`src/rtl/unidade_controle_niveis_if.sv`:
```
// Datapath bus between the level control unit and the ROM/play-register datapath.
//   endereco             ROM address (LED index while showing, play index otherwise)
//   liga_led             drive ROM value onto the LEDs
//   registraR / zeraR    load / clear the play register
//   fez_jogada           a play is present on the keys
//   jogada_igual_memoria registered play equals ROM at endereco
// master = control unit, slave = datapath.
interface unidade_controle_niveis_if #(
  parameter int ADDR_W = 4
);
  logic [ADDR_W-1:0] endereco;
  logic              liga_led;
  logic              registraR;
  logic              zeraR;
  logic              fez_jogada;
  logic              jogada_igual_memoria;

  modport master (
    output endereco, liga_led, registraR, zeraR,
    input  fez_jogada, jogada_igual_memoria
  );

  modport slave (
    input  endereco, liga_led, registraR, zeraR,
    output fez_jogada, jogada_igual_memoria
  );
endinterface

```
`src/rtl/unidade_controle_niveis.sv`:
```
// Control unit for the memory game. Owns the level, play, LED-index,
// LED-timer and timeout counters; plays the sequence back on the LEDs,
// collects plays, keeps score and remaining lives.
//   clock, reset    system clock, async active-high reset
//   iniciar         start / restart request
//   modo            0 = fixed full-length sequence, 1 = progressive
//   bus             datapath bus (master side)
//   nivel           current level index
//   score           correct plays this game (saturating)
//   vidas           lives remaining
//   pronto, acertou, errou, timeout  end-of-game flags
//   db_estado       state code
module unidade_controle_niveis #(
  parameter int ADDR_W         = 4,
  parameter int N_LEVELS       = 16,
  parameter int LED_ON_CYCLES  = 1000,
  parameter int LED_OFF_CYCLES = 500,
  parameter int TIMEOUT_CYCLES = 5000,
  parameter int LIVES          = 3,
  parameter int SCORE_W        = 8
) (
  input  logic                 clock,
  input  logic                 reset,
  input  logic                 iniciar,
  input  logic                 modo,
  unidade_controle_niveis_if.master bus,
  output logic [ADDR_W-1:0]    nivel,
  output logic [SCORE_W-1:0]   score,
  output logic [3:0]           vidas,
  output logic                 pronto,
  output logic                 acertou,
  output logic                 errou,
  output logic                 timeout,
  output logic [3:0]           db_estado
);

  localparam int LT_W = $clog2(LED_ON_CYCLES + LED_OFF_CYCLES + 1);
  localparam int TT_W = $clog2(TIMEOUT_CYCLES + 1);

  localparam logic [LT_W-1:0]    LED_ON_LAST  = LT_W'(LED_ON_CYCLES - 1);
  localparam logic [LT_W-1:0]    LED_OFF_LAST = LT_W'(LED_ON_CYCLES + LED_OFF_CYCLES - 1);
  localparam logic [TT_W-1:0]    TO_LAST      = TT_W'(TIMEOUT_CYCLES - 1);
  localparam logic [ADDR_W-1:0]  NIVEL_MAX    = ADDR_W'(N_LEVELS - 1);
  localparam logic [SCORE_W-1:0] SCORE_MAX    = '1;
  localparam logic [3:0]         VIDAS_INI    = 4'(LIVES);

  typedef enum logic [3:0] {
    INICIAL     = 4'h0,
    PREPARACAO  = 4'h1,
    LIGA_LED    = 4'h2,
    DESLIGA_LED = 4'h3,
    AVANCA_LED  = 4'h4,
    AGUARDA     = 4'h5,
    REGISTRA    = 4'h6,
    COMPARA     = 4'h7,
    PROX_JOGADA = 4'h8,
    PROX_NIVEL  = 4'h9,
    ACERTOU     = 4'hA,
    ERROU       = 4'hB,
    PERDE_VIDA  = 4'hC,
    TIMEOUT     = 4'hD
  } state_t;

  state_t state, state_nxt;

  logic [ADDR_W-1:0] jogada;
  logic [ADDR_W-1:0] led_idx;
  logic [LT_W-1:0]   led_tmr;
  logic [TT_W-1:0]   to_tmr;

  // state register
  always_ff @(posedge clock or posedge reset) begin
    if (reset) state <= INICIAL;
    else       state <= state_nxt;
  end

  // next state
  always_comb begin
    state_nxt = state;
    case (state)
      INICIAL:     if (iniciar) state_nxt = PREPARACAO;
      PREPARACAO:  state_nxt = LIGA_LED;
      LIGA_LED:    if (led_tmr == LED_ON_LAST) state_nxt = DESLIGA_LED;
      DESLIGA_LED: if (led_tmr == LED_OFF_LAST)
                     state_nxt = (led_idx < nivel) ? AVANCA_LED : AGUARDA;
      AVANCA_LED:  state_nxt = LIGA_LED;
      // timeout wins over a play arriving in the very last cycle
      AGUARDA:     if (to_tmr == TO_LAST)   state_nxt = TIMEOUT;
                   else if (bus.fez_jogada) state_nxt = REGISTRA;
      REGISTRA:    state_nxt = COMPARA;
      COMPARA: begin
        if (!bus.jogada_igual_memoria) state_nxt = PERDE_VIDA;
        else if (jogada < nivel)       state_nxt = PROX_JOGADA;
        else if (nivel == NIVEL_MAX)   state_nxt = ACERTOU;
        else                           state_nxt = PROX_NIVEL;
      end
      PROX_JOGADA: state_nxt = AGUARDA;
      PROX_NIVEL:  state_nxt = PREPARACAO;
      PERDE_VIDA:  state_nxt = (vidas <= 4'd1) ? ERROU : PREPARACAO;
      ACERTOU, ERROU, TIMEOUT: if (iniciar) state_nxt = INICIAL;
      default:     state_nxt = INICIAL;
    endcase
  end

  // Moore outputs
  always_comb begin
    bus.liga_led  = 1'b0;
    bus.registraR = 1'b0;
    bus.zeraR     = 1'b0;
    pronto        = 1'b0;
    acertou       = 1'b0;
    errou         = 1'b0;
    timeout       = 1'b0;
    bus.endereco  = jogada;
    db_estado     = state;
    case (state)
      INICIAL, PREPARACAO, PROX_JOGADA, PROX_NIVEL: bus.zeraR = 1'b1;
      LIGA_LED: begin
        bus.liga_led = 1'b1;
        bus.endereco = led_idx;
      end
      DESLIGA_LED, AVANCA_LED: bus.endereco = led_idx;
      REGISTRA: bus.registraR = 1'b1;
      ACERTOU: begin pronto = 1'b1; acertou = 1'b1; end
      ERROU:   begin pronto = 1'b1; errou   = 1'b1; end
      TIMEOUT: begin pronto = 1'b1; timeout = 1'b1; end
      default: ;
    endcase
  end

  // Counters. Each one only moves in the states that own it, and every
  // path out of its range leaves the state first, so none can wrap.
  always_ff @(posedge clock or posedge reset) begin
    if (reset) begin
      nivel   <= '0;
      jogada  <= '0;
      led_idx <= '0;
      led_tmr <= '0;
      to_tmr  <= '0;
      score   <= '0;
      vidas   <= VIDAS_INI;
    end else begin
      case (state)
        INICIAL: begin
          jogada  <= '0;
          led_idx <= '0;
          led_tmr <= '0;
          to_tmr  <= '0;
          // modo only matters here: it picks the starting level
          if (iniciar) begin
            nivel <= modo ? '0 : NIVEL_MAX;
            vidas <= VIDAS_INI;
            score <= '0;
          end else begin
            nivel <= '0;
          end
        end
        PREPARACAO: begin
          jogada  <= '0;
          led_idx <= '0;
          led_tmr <= '0;
        end
        LIGA_LED:    led_tmr <= led_tmr + 1'b1;
        DESLIGA_LED: begin
          led_tmr <= led_tmr + 1'b1;
          to_tmr  <= '0;
        end
        AVANCA_LED: begin
          led_idx <= led_idx + 1'b1;
          led_tmr <= '0;
        end
        AGUARDA:  to_tmr <= to_tmr + 1'b1;
        REGISTRA: to_tmr <= '0;
        COMPARA:  if (bus.jogada_igual_memoria && score != SCORE_MAX)
                    score <= score + 1'b1;
        PROX_JOGADA: jogada <= jogada + 1'b1;
        PROX_NIVEL:  nivel  <= nivel + 1'b1;
        PERDE_VIDA:  if (vidas != 4'd0) vidas <= vidas - 1'b1;
        default: ;
      endcase
    end
  end

endmodule

```
`src/flat_wrapper.sv`:
```
// flat-port wrapper written by rule: the top's interface ports become plain ports
module unidade_controle_niveis_flat 
#(
  parameter int ADDR_W         = 4,
  parameter int N_LEVELS       = 16,
  parameter int LED_ON_CYCLES  = 1000,
  parameter int LED_OFF_CYCLES = 500,
  parameter int TIMEOUT_CYCLES = 5000,
  parameter int LIVES          = 3,
  parameter int SCORE_W        = 8
)
  (clock, reset, iniciar, modo, nivel, score, vidas, pronto, acertou, errou, timeout, db_estado, bus_endereco, bus_liga_led, bus_registraR, bus_zeraR, bus_fez_jogada, bus_jogada_igual_memoria);
  unidade_controle_niveis_if #(.ADDR_W(ADDR_W)) bus_i ();
  input  logic clock;
  input  logic reset;
  input  logic iniciar;
  input  logic modo;
  output logic [ADDR_W-1:0] nivel;
  output logic [SCORE_W-1:0] score;
  output logic [3:0] vidas;
  output logic pronto;
  output logic acertou;
  output logic errou;
  output logic timeout;
  output logic [3:0] db_estado;
  output wire logic [$bits(bus_i.endereco)-1:0] bus_endereco;
  output wire logic [$bits(bus_i.liga_led)-1:0] bus_liga_led;
  output wire logic [$bits(bus_i.registraR)-1:0] bus_registraR;
  output wire logic [$bits(bus_i.zeraR)-1:0] bus_zeraR;
  input wire logic [$bits(bus_i.fez_jogada)-1:0] bus_fez_jogada;
  input wire logic [$bits(bus_i.jogada_igual_memoria)-1:0] bus_jogada_igual_memoria;
  assign bus_endereco = bus_i.endereco;
  assign bus_liga_led = bus_i.liga_led;
  assign bus_registraR = bus_i.registraR;
  assign bus_zeraR = bus_i.zeraR;
  assign bus_i.fez_jogada = bus_fez_jogada;
  assign bus_i.jogada_igual_memoria = bus_jogada_igual_memoria;
  unidade_controle_niveis #(.ADDR_W(ADDR_W), .N_LEVELS(N_LEVELS), .LED_ON_CYCLES(LED_ON_CYCLES), .LED_OFF_CYCLES(LED_OFF_CYCLES), .TIMEOUT_CYCLES(TIMEOUT_CYCLES), .LIVES(LIVES), .SCORE_W(SCORE_W)) u_core (.clock(clock), .reset(reset), .iniciar(iniciar), .modo(modo), .bus(bus_i), .nivel(nivel), .score(score), .vidas(vidas), .pronto(pronto), .acertou(acertou), .errou(errou), .timeout(timeout), .db_estado(db_estado));
endmodule
```
`config.mk`:
```
export PLATFORM = sky130hd
export DESIGN_NAME = unidade_controle_niveis_flat
export DESIGN_NICKNAME = d
export VERILOG_FILES = /design/src/rtl/unidade_controle_niveis_if.sv /design/src/rtl/unidade_controle_niveis.sv /design/src/flat_wrapper.sv
export SDC_FILE = /design/constraint.sdc
export NUM_CORES = 1
export LEC_CHECK = 0
export CAP_MARGIN = 10
export CORE_ASPECT_RATIO = 0.7
export CORE_MARGIN = 3
export CORE_UTILIZATION = 55
export CTS_CLUSTER_SIZE = 12
export DETAILED_ROUTE_END_ITERATION = 6
export PLACE_DENSITY = 0.86
export RECOVER_POWER = 50
export SLEW_MARGIN = 20
export SYNTH_ARGS = -nofsm -noshare
export SYNTH_HDL_FRONTEND = slang
export SYNTH_SLANG_ARGS = --single-unit
```
`constraint.sdc`:
```
create_clock -name clock -period 2.5 [get_ports clock]
set_input_delay 0.5 -clock clock [delete_from_list [all_inputs] [get_ports clock]]
set_output_delay 0.5 -clock clock [all_outputs]
set_load 0.005 [all_outputs]
```
==> metrics.yaml <==
placed_design:
  placement.cell_area_um2: 3760
  dpl.hpwl_um: 5810
  routabilityCongestion: 0.910
  port_buffers: 36
floorplanning:
  start_util: 0.597
  ios: 37
  die_area_um2: 6960
  rows: 22
  die_h_um: 70.7
  coreArea_um2: 5510
  fp.dieW_um: 98.4
logic_synthesis:
  synth_ff_type: "dfrtp_1"
  synth_edf_count: 0
  postSynthAreaPerCell_um2: 9.21
  syn-instance-count: 357
  synth-seq-cells: 52
  synth-warning-count: 0
  synth_seq_area_share: 0.396
  synthesis.area_um2: 3290
  synthDistinctLibCells: 67
  synthArstFlopShare: 1.00
  syn_nets: 378
clock_tree:
  cts.clk_slew.worst_paths_ns: 0.11
  clk_root_buffer_cell: "clkbuf_8"
  cts_tree: "yes"
  postCtsHoldBufs: 0
  clock_sinks: 52
  clk_path_buf_depth: 2
  insertion_delay_ns: 0.32
  h-tree-depth: 2
  cts_made_buffers: 5
sta:
  fmax_ghz: 0.406
  finalCriticalPeriod_ns: 2.46
  worstMarginPinSlew_ns: 0.841
  hold_viol: 0
  min_period_over_period: 0.984
  setup_viol: 0
  skew_ns: 0.0180
  slew_headroom: 0.440
  final_max_slew_viol_count: 0
layout:
  layout_common_cells: "55 x nor2_1, 48 x dfrtp_1, 34 x nand2_1, 31 x clkdlybuf4s50_1, 22 x o21ai_0"
  final_layout_size_suffix_gt1_frac: 0.153
  fin_area_um2: 3900
  final_net_count: 426
  layout_commonest_cell: "nor2_1"
  insertedDiodeCount: 0
  synthToLayoutAreaGrowth_pct: 18.6
pwr:
  cellLeakagePower_nw: 1.68
  power_density_nw_per_um2: 863
  total_power_mw: 3.36
  power_frac_clock: 0.151
  switching_power_mw: 1.41
  p_seq_frac: 0.326
  combPwrFrac: 0.523
  vdd_drop_max_mv: 0.562
  p_int_mw: 1.95
  p_sw_frac: 0.419
critical_path:
  crit_path_start_kind: "flop"
  cp.required_ns: 2.00
  cp.arrival_ns: 1.96
  end_kind: "output pin"
  cp_max_fo: 4
  crit_type: "flop to output pin"
drt:
  viasPerCell: 5.98
  avgRoutedWirePerCell_um: 17.1
  drt_iter0_drc: 194
  routed_wl_um: 8180
  drc: 0
  dr.pass1.iters: 5
  drtAntennaViolNets: 0
  vias: 2859
min_path:
  hold_path_class: "flop to flop"
global_route:
  grt_pass1_wl_um: 13800
  grt_start_max_net_pins: 34
  grt_use_total: 0.241
  grt_pass1_vias: 2915
  antenna_found_initial: 0
  grt-ovfl-total: 0
outcome:
  status: "finished, final reports clean"
job:
  drv_cap: 0
[metrics by stage]
stage | utilization | cells | setup WS, ns | TNS, ns | hold slack [ns]
2_1_floorplan | - | 357 | 0.517 | 0 | 0.491
3_3_place_gp | 0.683 | 464 | 0.236 | 0 | 0.513
3_5_place_dp | 0.683 | 464 | 0.154 | 0 | 0.535
4_1_cts | 0.708 | 477 | -0.0338 | -0.0338 | 0.528
5_1_grt | 0.708 | 478 | -0.0283 | -0.0694 | 0.584
6_report | 0.708 | 478 | 0.0395 | 0 | 0.553
[critical path: stages (launching register included)]
cell and delay [ns]:
dfrtp_2 0.44, and2b_1 0.22, nand2b_1 0.09, a21oi_1 0.18
buf_4 0.17, buf_4 0.11, mux2_2 0.32, clkbuf_2 0.11
[power groups by stage]
stage	Sequential, mW	Combinational (mW)	Clock (mW)
6_report	1.10	1.76	0.509
5_1_grt	1.12	1.91	0.541
4_1_cts	1.08	1.68	0.508
3_5_place_dp	1.10	1.58	0
3_3_place_gp	1.09	1.51	0
2_1_floorplan	1.09	1.05	0
[cell type report]
| type | instances | area (um^2) |
|---|---|---|
| fillers | 423 | 1610 |
| repair buffers | 53 | 482 |
| well taps | 72 | 90.1 |
| inverters | 13 | 48.8 |
| clock inverters | 3 | 21.3 |
| clock buffers | 5 | 68.8 |
| multi-input cells | 280 | 1880 |
| flip-flops and latches | 52 | 1310 |
[kinds of logic after synthesis]
kind of cell	after synthesis	synth area share
flops	52	0.396
buf+inv	25	0.0365
fa+ha+maj	15	0.0571
simple gates	162	0.273
mux	8	0.0263
compound gates	70	0.144
xor+xnor	25	0.0666
[final timing paths]
path | cells after the start | startpoint | end | slack (ns)
worst min register to register | 1 | u_core.nivel[2] | u_core.nivel[2] | 0.55
worst max-delay path | 7 | u_core.db_estado[1] | bus_endereco[0] | 0.04
min in group asynchronous | 2 | reset | u_core.to_tmr[6] | 0.75
worst min-delay path | 1 | u_core.nivel[2] | u_core.nivel[2] | 0.55
worst max register to register | 5 | u_core.db_estado[1] | u_core.db_estado[1] | 0.34
max in group asynchronous | 3 | reset | u_core.db_estado[1] | 0.43
[timing repair]
action                     4_1_cts  5_1_grt
resized for setup                9       13
buffers inserted                 5        1
setup endpoints to repair        5        8
pin swaps                        1        1
[Yosys cell counts (2+ instances only)]
cell | number | area, um^2
a211oi_1 | 2 | 15.0
a21oi_1 | 15 | 75.1
a22o_1 | 6 | 52.6
a311oi_1 | 2 | 17.5
and2_1 | 2 | 12.5
and3_1 | 3 | 18.8
and4_1 | 2 | 17.5
buf_2 | 3 | 15.0
buf_4 | 2 | 15.0
buf_6 | 2 | 22.5
clkbuf_1 | 4 | 15.0
dfrtp_1 | 50 | 1250
dfstp_2 | 2 | 52.6
ha_1 | 15 | 188
inv_1 | 13 | 48.8
mux2_2 | 5 | 56.3
mux2i_1 | 3 | 30.0
nand2_1 | 34 | 128
nand2b_1 | 7 | 43.8
nand3_1 | 9 | 45.0
nand3b_1 | 2 | 15.0
nand4_1 | 8 | 50.1
nand4b_1 | 2 | 17.5
nor2_1 | 57 | 214
nor2b_1 | 2 | 12.5
nor3_1 | 7 | 35.0
nor4_2 | 2 | 25.0
nor4_4 | 2 | 42.5
o211ai_1 | 2 | 15.0
o21a_1 | 3 | 22.5
o21ai_0 | 22 | 110
o22ai_1 | 3 | 18.8
o41ai_1 | 2 | 17.5
or2_2 | 3 | 18.8
or2b_1 | 3 | 22.5
or3_1 | 2 | 12.5
xnor2_1 | 14 | 123
xor2_1 | 11 | 96.3
[registers in the layout, indices dropped and copies added, names as in the netlist]
name	count
u_core.db_estado	4
u_core.nivel	4
u_core.vidas	4
u_core.led_idx	4
u_core.led_tmr	11
u_core.jogada	4
u_core.score	8
u_core.to_tmr	13
[metal layers]
| layer | share of wire | vias to the layer above | wire length [um] | track usage |
|---|---|---|---|---|
| li1 | - | 1356 | - | - |
| met1 | 0.44 | 1367 | 3610 | 0.323 |
| met2 | 0.48 | 120 | 3910 | 0.406 |
| met3 | 0.066 | 16 | 543 | 0.0443 |
| met4 | 0.014 | 0 | 112 | 0.0652 |
| met5 | 0 | - | 0 | 0 |
No activity file was read; power rests on OpenSTA's default activity.
